[config.mk]
export PLATFORM = sky130hd
export DESIGN_NAME = rf_wb_arbiter
export DESIGN_NICKNAME = d
export VERILOG_FILES = /design/src/rtl/rf_wb_arbiter.sv
export SDC_FILE = /design/constraint.sdc
export NUM_CORES = 1
export LEC_CHECK = 0
export CAP_MARGIN = 20
export CORE_UTILIZATION = 43
export CTS_CLUSTER_SIZE = 28
export DETAILED_ROUTE_END_ITERATION = 6
export PLACE_DENSITY = 0.78
export SLEW_MARGIN = 20
export SYNTH_ARGS = -nofsm -noshare
export SYNTH_HDL_FRONTEND = slang
export SYNTH_SLANG_ARGS = --single-unit
[constraint.sdc]
create_clock -name clk -period 3.1 [get_ports clk]
set_input_delay 0.775 -clock clk [delete_from_list [all_inputs] [get_ports clk]]
set_output_delay 0.775 -clock clk [all_outputs]
set_load 0.03 [all_outputs]
[src/rtl/rf_wb_arbiter.sv]
`default_nettype none
// ============================================================================
// Module      : rf_wb_arbiter
// Description : Register-file write-port arbiter between the single-cycle A
//               writeback and a FIFO-buffered long-latency B source, with
//               bounded B starvation and a pending-write scoreboard.
//               Optional macro RF_WB_BYPASS_EN enables write-port forwarding.
// Revision    : 1.0 - initial release
// ============================================================================
module rf_wb_arbiter #(
  parameter int XLEN       = 32,
  parameter int DEPTH      = 2,
  parameter int STARVE_MAX = 4
) (
  input  logic            clk,
  input  logic            reset,
  input  logic            a_valid,
  input  logic [4:0]      a_addr,
  input  logic [XLEN-1:0] a_data,
  output logic            a_stall,
  input  logic            b_valid,
  output logic            b_ready,
  input  logic [4:0]      b_addr,
  input  logic [XLEN-1:0] b_data,
  input  logic            issue_valid,
  input  logic [4:0]      issue_addr,
  input  logic [4:0]      rs_a,
  input  logic [4:0]      rs_b,
  output logic            busy_a,
  output logic            busy_b,
  output logic            fwd_hit_a,
  output logic            fwd_hit_b,
  output logic [XLEN-1:0] fwd_data_a,
  output logic [XLEN-1:0] fwd_data_b,
  output logic            rf_write,
  output logic [4:0]      rf_wrAddr,
  output logic [XLEN-1:0] rf_wrData
);

  localparam int AW = $clog2(DEPTH);
  localparam int CW = AW + 1;
  localparam int SW = $clog2(STARVE_MAX + 1);
  localparam logic [CW-1:0] C_DEPTH      = CW'(DEPTH);
  localparam logic [SW-1:0] C_STARVE_MAX = SW'(STARVE_MAX);

  logic [4:0]      r_fifo_addr [DEPTH];
  logic [XLEN-1:0] r_fifo_data [DEPTH];
  logic [AW-1:0]   r_wr_ptr;
  logic [AW-1:0]   r_rd_ptr;
  logic [CW-1:0]   r_count;
  logic [SW-1:0]   r_starve;
  logic [31:0]     r_busy;
  logic            r_rf_write;
  logic [4:0]      r_rf_addr;
  logic [XLEN-1:0] r_rf_data;

  logic            w_full;
  logic            w_empty;
  logic            w_push;
  logic            w_pop;
  logic [4:0]      w_head_addr;
  logic [XLEN-1:0] w_head_data;
  logic [31:0]     w_set_vec;
  logic [31:0]     w_clr_vec;

  assign w_full      = (r_count == C_DEPTH);
  assign w_empty     = (r_count == '0);
  assign b_ready     = !reset && !w_full;
  assign w_push      = b_valid && b_ready;
  assign w_pop       = !a_valid && !w_empty;
  assign w_head_addr = r_fifo_addr[r_rd_ptr];
  assign w_head_data = r_fifo_data[r_rd_ptr];
  assign a_stall     = (r_starve == C_STARVE_MAX);

  // Storage carries no reset; validity is tracked solely by r_count.
  always_ff @(posedge clk) begin
    if (w_push) begin
      r_fifo_addr[r_wr_ptr] <= b_addr;
      r_fifo_data[r_wr_ptr] <= b_data;
    end
  end

  always_ff @(posedge clk) begin
    if (reset) begin
      r_wr_ptr <= '0;
      r_rd_ptr <= '0;
      r_count  <= '0;
    end else begin
      if (w_push) r_wr_ptr <= r_wr_ptr + 1'b1;
      if (w_pop)  r_rd_ptr <= r_rd_ptr + 1'b1;
      case ({w_push, w_pop})
        2'b10:   r_count <= r_count + 1'b1;
        2'b01:   r_count <= r_count - 1'b1;
        default: r_count <= r_count;
      endcase
    end
  end

  // Counts consecutive A wins while B waits at the head.
  always_ff @(posedge clk) begin
    if (reset) begin
      r_starve <= '0;
    end else if (w_empty || w_pop) begin
      r_starve <= '0;
    end else if (a_valid && (r_starve != C_STARVE_MAX)) begin
      r_starve <= r_starve + 1'b1;
    end
  end

  always_ff @(posedge clk) begin
    if (reset) begin
      r_rf_write <= 1'b0;
      r_rf_addr  <= '0;
      r_rf_data  <= '0;
    end else if (a_valid) begin
      r_rf_write <= (a_addr != 5'd0);
      r_rf_addr  <= a_addr;
      r_rf_data  <= a_data;
    end else if (w_pop) begin
      r_rf_write <= (w_head_addr != 5'd0);
      r_rf_addr  <= w_head_addr;
      r_rf_data  <= w_head_data;
    end else begin
      r_rf_write <= 1'b0;
    end
  end

  assign rf_write  = r_rf_write;
  assign rf_wrAddr = r_rf_addr;
  assign rf_wrData = r_rf_data;

  // Set is applied after clear so a same-cycle issue keeps the bit busy.
  assign w_set_vec = (issue_valid && (issue_addr != 5'd0)) ? (32'd1 << issue_addr) : 32'd0;
  assign w_clr_vec = w_pop ? (32'd1 << w_head_addr) : 32'd0;

  always_ff @(posedge clk) begin
    if (reset) begin
      r_busy <= '0;
    end else begin
      r_busy <= ((r_busy & ~w_clr_vec) | w_set_vec) & 32'hFFFF_FFFE;
    end
  end

  assign busy_a = r_busy[rs_a];
  assign busy_b = r_busy[rs_b];

`ifdef RF_WB_BYPASS_EN
  assign fwd_hit_a  = r_rf_write && (r_rf_addr == rs_a) && (rs_a != 5'd0);
  assign fwd_hit_b  = r_rf_write && (r_rf_addr == rs_b) && (rs_b != 5'd0);
  assign fwd_data_a = r_rf_data;
  assign fwd_data_b = r_rf_data;
`else
  assign fwd_hit_a  = 1'b0;
  assign fwd_hit_b  = 1'b0;
  assign fwd_data_a = '0;
  assign fwd_data_b = '0;
`endif

endmodule
`default_nettype wire
## After elaboration in Yosys (flattened, before gate mapping)

Memory sizes are Yosys's and may differ from the RTL's. A register that Yosys moved wholly into a read port is not among the register bits.
Cells that the tools add are included.

| storage, ports and cells | value |
|---|---|
| register bits | 77 |
| input port bits | 94 |
| bits in writable memories | 74 |
| logic and storage cells | 64 |
| output and inout bits | 108 |
| memories | 2 |

| operators by class | value |
|---|---|
| bitwise gates (word level) | 3 |
| multiplexer cells | 19 |
| shift-type cells | 2 |
| reduce and logical (&&, ||, !) cells | 17 |
| $add $sub $neg | 5 |
| $lt $le $gt $ge | 2 |
| equal/unequal tests | 5 |

Memory list:

| name | depth | bits a word | rd ports | clocked after Yosys merged registers in | wr ports | RTL line | RTL |
|---|---|---|---|---|---|---|---|
| r_fifo_data | 2 | 32 | 1 | 1 | 1 | 47 | `logic [XLEN-1:0] r_fifo_data [DEPTH];` |
| r_fifo_addr | 2 | 5 | 1 | 1 | 1 | 46 | `logic [4:0] r_fifo_addr [DEPTH];` |

Operator list:

| kind | number |
|---|---|
| $mux 32 | 4 |
| $shl 1x5->32 const A | 2 |
| $and 32x32->32 | 1 |
| $not 32->32 | 1 |
| $or 32x32->32 | 1 |
| $reduce_bool 5->1 | 3 |
| $lt 5x6->1 const B | 2 |
| $bmux 1 s5 | 2 |
| $mux 1 | 10 |
| $mux 5 | 2 |
| $logic_and 1x1->1 | 5 |
| $eq 2x2->1 const B | 2 |
| $logic_not 1->1 | 4 |
| $pmux 2 s2 | 1 |
| $reduce_bool 2->1 | 2 |
| $add 3x1->3 const B | 1 |
| $eq 3x3->1 const B | 1 |
| $ne 3x3->1 const B | 1 |
| $add 1x1->1 const B | 2 |
| $add 2x1->2 const B | 1 |
| $eq 2x1->1 const B | 1 |
| $logic_not 2->1 | 1 |
| $reduce_or 2->1 | 1 |
| $sub 2x1->2 const B | 1 |
| $logic_or 1x1->1 | 1 |

## Longest topological paths before layout

| depth | value |
|---|---|
| depth after elaboration | 7 |
| mapped depth | 7 |
| depth with buffers taken out | 6 |

## Worst setup path after synthesis

No wires, ideal clock.

| timing path | value |
|---|---|
| kind | input-to-reg |
| from | in reset |
| to | mem r_fifo_addr[0][0] (enable) |
| setup slack | 65 ps |
| arrival time | 2604 ps |
| buffers on the path | 0 |
| library setup time | 431 ps |
| required time | 2669 ps |
| cell stages on the path | 3 |
| cell sequence | inv_1 o211ai_1 nor2_1 |

| between the ends | value |
|---|---|
| cells in the longest elaborated chain, start to end | 5 |

Ends and longest elaborated chain:

| what | RTL line | RTL |
|---|---|---|
| from (decl) | 16 | `input logic reset,` |
| $logic_not 1->1 | 68 | `assign b_ready = !reset && !w_full;` |
| $logic_and 1x1->1 | 68 |  |
| $logic_and 1x1->1 | 69 | `assign w_push = b_valid && b_ready;` |
| $mux 1 | 77 | `if (w_push) begin` |
| $mux 1 (implied by the code) | 78 | `r_fifo_addr[r_wr_ptr] <= b_addr;` |
| to (decl) | 46 |  |

Every way passes these cells.

## Final worst setup path

| timing path | value |
|---|---|
| from | in rs_a[2] |
| to | out busy_a |

| between the ends | value |
|---|---|
| cells in the longest elaborated chain, start to end | 2 |

Ends and longest elaborated chain:

| what | RTL line | RTL |
|---|---|---|
| from (decl) | 27 | `input logic [4:0] rs_a,` |
| $bmux 1 s5 | 144 | `assign busy_a = r_busy[rs_a];` |
| $mux 1 (implied by the code) | 144 |  |
| to (decl) | 29 | `output logic busy_a,` |

Every way passes these cells. The select of a mux whose other input is x is not followed.

==> run_results.csv <==
group,metric,value,unit
run_status,status,"finished clean",
floorplanning,core_area,15900,sq um
cts,tritoncts,"yes",
floorplanning,start_util,44.3,%
cts,numCtsBuffers,17,
synthesis,synth.avg_cell_area,10.6,sq um
finish,multi_input_area,2830,sq um
finish,area.sequential,3760,sq um
cts,cts_setup_buffers,0,
worst_setup_path,r2r-start,"r_count[1]",
synthesis,syn_inst,667,
grt,grt_pass1_vias,4980,
synthesis,yosysWarnings,0,
timing,setup_viol,0,
timing,period_needed,2.95,ns
route,first_pass_iters,6,
route,met3_length,1.38,mm
timing,fmax,339,MHz
place,place.gp.congestion,0.847,
route,wl_met2,7.82,mm
worst_setup_path,critPathArrivalTime,2.17,ns
cts,clk_path_buf_depth,2,
timing,finalHoldWorstSlack,0.448,ns
worst_setup_path,r2r_end,"r_count[1]",
floorplanning,die_x,130,microns
pwr,clockPowerShare,35.7,%
min_path,hold_path_class,"reg -> reg",
timing,tightest_slew,0.826,ns
route,ant_nets,0,
place,port_buffers,135,
worst_setup_path,crit_buf_inv,3,
grt,grt_pass1_wl,25.3,mm
finish,final_layout_size_suffix_gt1_share,11.2,%
place,placed_cell_area,8400,sq um
grt,track_usage,19.8,%
cts,clk_latency,0.42,ns
cts,clk_pin_slew,0.06,ns
route,wl_per_cell,15.8,microns
timing,skew,0.00997,ns
floorplanning,ios,202,
finish,final_util,56.6,%
floorplanning,rows,46,
pwr,sw_frac_of_total,30.4,%
pwr,p_comb_share,24.5,%
synthesis,yosysSeqAreaShare,53.3,%
pwr,cellPowerDensity,683,nW/um^2
synthesis,synth_seq_cells,151,
route,vias,5360,
grt,gr-total-overflow,0,
pwr,p_sw,1870,uW
worst_setup_path,worstPathMaxFanout,9,
route,routed_wl,16.2,mm
timing,slew_violations,0,
worst_setup_path,startpoint_type,"primary input",
pwr,p_total,6160,uW
floorplanning,die-area,16900,sq um
pwr,pwr-share-seq,39.7,%
synthesis,yosysUniqueCellTypes,44,
worst_setup_path,crit_path_end,"busy_a",
floorplanning,dieHeight,130,microns
finish,fin_area,9030,sq um
finish,area_growth,27.9,%
cts,cts.sink_count,151,
synthesis,ys_async_sr_fraction,0,%
synthesis,synth_area,7060,sq um
cts,cts.htree.levels,4,
worst_setup_path,worstPathRequired,2.32,ns
route,wl_met1,6.78,mm
timing,rsz0062_at_grt,"false",
route,vias_per_cell,5.20,
worst_setup_path,startpoint,"rs_a[2]",
route,drtIter0Drc,348,
timing,relSlewSlack,45.0,%
timing,layout_setup_ws,0.153,ns
worst_setup_path,worst_r2r_path_depth,5,
worst_setup_path,end_kind,"primary output",
pwr,ir_drop,466,uV
finish,num_antenna_cells,0,
grt,antenna_found_initial,0,
finish,final_nets,898,
grt,grt_max_degree,75,
timing,hold_viol,0,
worst_setup_path,cp_num_cells,7,
pwr,leakage,0.00328,uW
pwr,power.internal,4290,uW
timing,finalCritPeriodShare,95.1,%
finish,fillers,1389,
worst_setup_path,worstSetupPathType,"in -> out",
route,drc_errors,0,
place,hpwl,11.2,mm
job,drv_cap,0,
worst_setup_path,crit_family,"buffers and inverters",
worst_setup_path,crit_chain,"clkdlybuf4s50_1 -> buf_4 -> mux2i_1 -> a211oi_1 -> nand3_1 -> nand4_1 -> buf_4",
worst_setup_path,slowest_delay,0.46,ns
worst_setup_path,r2r_setup_slack,1.05,ns
synthesis,yosys_most_used_dff,"dfxtp_1",
worst_setup_path,crit_path_top_delay_cell,"clkdlybuf4s50_1",
route,maxUsedRoutingLayer,"met4",
cts,clock-root-buffer,"clkbuf_16",
worst_setup_path,cpMostUsedCell,"buf_4",
synthesis,synth-edff-count,74,
place,place_ws,-0.591,ns
==> logic make-up (layout without fill, tap and decap cells) <==
| family | Yosys count | count (layout) | synth area share, % |
|---|---|---|---|
| compound gates | 151 | 151 | 13.2 |
| xor+xnor | 6 | 6 | 0.744 |
| fa+ha+maj | 3 | 3 | 0.532 |
| buf+inv | 111 | 193 | 10.2 |
| flops | 151 | 151 | 53.3 |
| mux | 62 | 62 | 10.3 |
| other cells | 1 | 66 | 0.0531 |
| simple gates | 182 | 182 | 11.6 |
==> power groups by stage <==
| stage | logic [uW] | registers, uW | clock network (uW) |
|---|---|---|---|
| after floorplan | 988 | 2570 | 0 |
| after global placement | 1500 | 2480 | 0 |
| after detailed placement | 1510 | 2490 | 0 |
| after CTS | 1520 | 2450 | 2240 |
| after global routing | 1630 | 2480 | 2320 |
| final | 1510 | 2450 | 2200 |
==> Yosys cell counts, drive strengths merged (5+ instances only) <==
cell | n | area, sq um
nor3b | 5 | 37.5
edfxtp | 74 | 2220
a222oi | 20 | 200
nor2b | 6 | 37.5
nor2 | 49 | 184
nand2b | 7 | 43.8
nor3 | 5 | 36.3
buf | 91 | 648
nand2 | 86 | 323
inv | 7 | 26.3
o21ai | 47 | 235
mux2i | 35 | 354
a21oi | 57 | 289
a22oi | 5 | 37.5
dfxtp | 77 | 1540
clkbuf | 13 | 48.8
mux4 | 6 | 135
mux2 | 21 | 236
and3b | 6 | 52.6
o211ai | 11 | 82.6
nand3 | 8 | 40.0
==> layer usage <==
| metal | up-vias | GRT usage [%] |
|---|---|---|
| li1 | 2544 | - |
| met1 | 2563 | 24.2 |
| met2 | 235 | 32.6 |
| met3 | 18 | 6.40 |
| met4 | 0 | 7.59 |
| met5 | - | 0 |
==> layout by cell type, fill, tap and decap left out, types with 11 or more instances in the layout <==
| cell | synthesis | layout |
|---|---|---|
| edfxtp_1 | 74 | 74 |
| a21oi_1 | 56 | 56 |
| mux2_2 | 21 | 21 |
| o21ai_0 | 47 | 47 |
| nor2_1 | 49 | 47 |
| a222oi_1 | 20 | 20 |
| clkdlybuf4s50_1 | 0 | 127 |
| dfxtp_1 | 77 | 76 |
| buf_4 | 67 | 18 |
| clkbuf_16 | 0 | 17 |
| mux2i_1 | 34 | 34 |
| nand2_1 | 86 | 86 |
| o211ai_1 | 11 | 11 |
| conb_1 | 1 | 66 |
==> worst min path at each step <==
| stage | depth (start not counted) | endpoint | start |
|---|---|---|---|
| final | 2 | rf_wrData[3] | rf_wrData[3] |
| after global routing | 2 | rf_wrData[15] | rf_wrData[15] |
| after CTS | 2 | rf_wrData[3] | rf_wrData[3] |
| after detailed placement | 2 | rf_wrData[3] | rf_wrData[3] |
| after global placement | 2 | rf_wrData[31] | rf_wrData[31] |
| after floorplan | 2 | r_busy[5] | r_busy[5] |
==> what timing repair did <==
item                                    4_1_cts  5_1_grt
gates resized for setup                       8        4
hold buffers                                  0        0
endpoints found under the setup margin        2        2
pin swaps                                     0        0
==> state kept, by name, indices dropped and copies added (netlist names), named ones only <==
| register | flops |
|---|---|
| r_fifo_data | 64 |
| rf_wrData | 32 |
| r_busy | 31 |
| r_fifo_addr | 10 |
| rf_wrAddr | 5 |
| r_starve | 3 |
| r_count | 2 |
| r_rd_ptr | 1 |
| r_wr_ptr | 1 |
| rf_write | 1 |
==> final cells by class <==
class	instances	area share [%]
clock buffers	18	4.87
multi-input cells	470	31.4
repair buffers	154	16.6
flip-flops and latches	151	41.7
well taps	216	2.99
clock inverters	14	2.18
inverters	7	0.291
==> worst register-to-register path: cells and delay by family (launching register included) <==
kind | cells | cell delay [ns]
adders and majority gates | 1 | 0.37
and+or+nand+nor | 1 | 0.35
buffers and inverters | 1 | 0.09
AOI/OAI and AO/OA | 2 | 0.71
DFF | 1 | 0.46
==> through the flow <==
stage / setup TNS [ns] / std cells
6_report: 0 / 1030
5_1_grt: 0 / 1030
4_1_cts: 0 / 1030
3_5_place_dp: -0.786 / 998
3_3_place_gp: -0.733 / 998
2_1_floorplan: 0 / 732
Power figures use the tool's default switching activity.
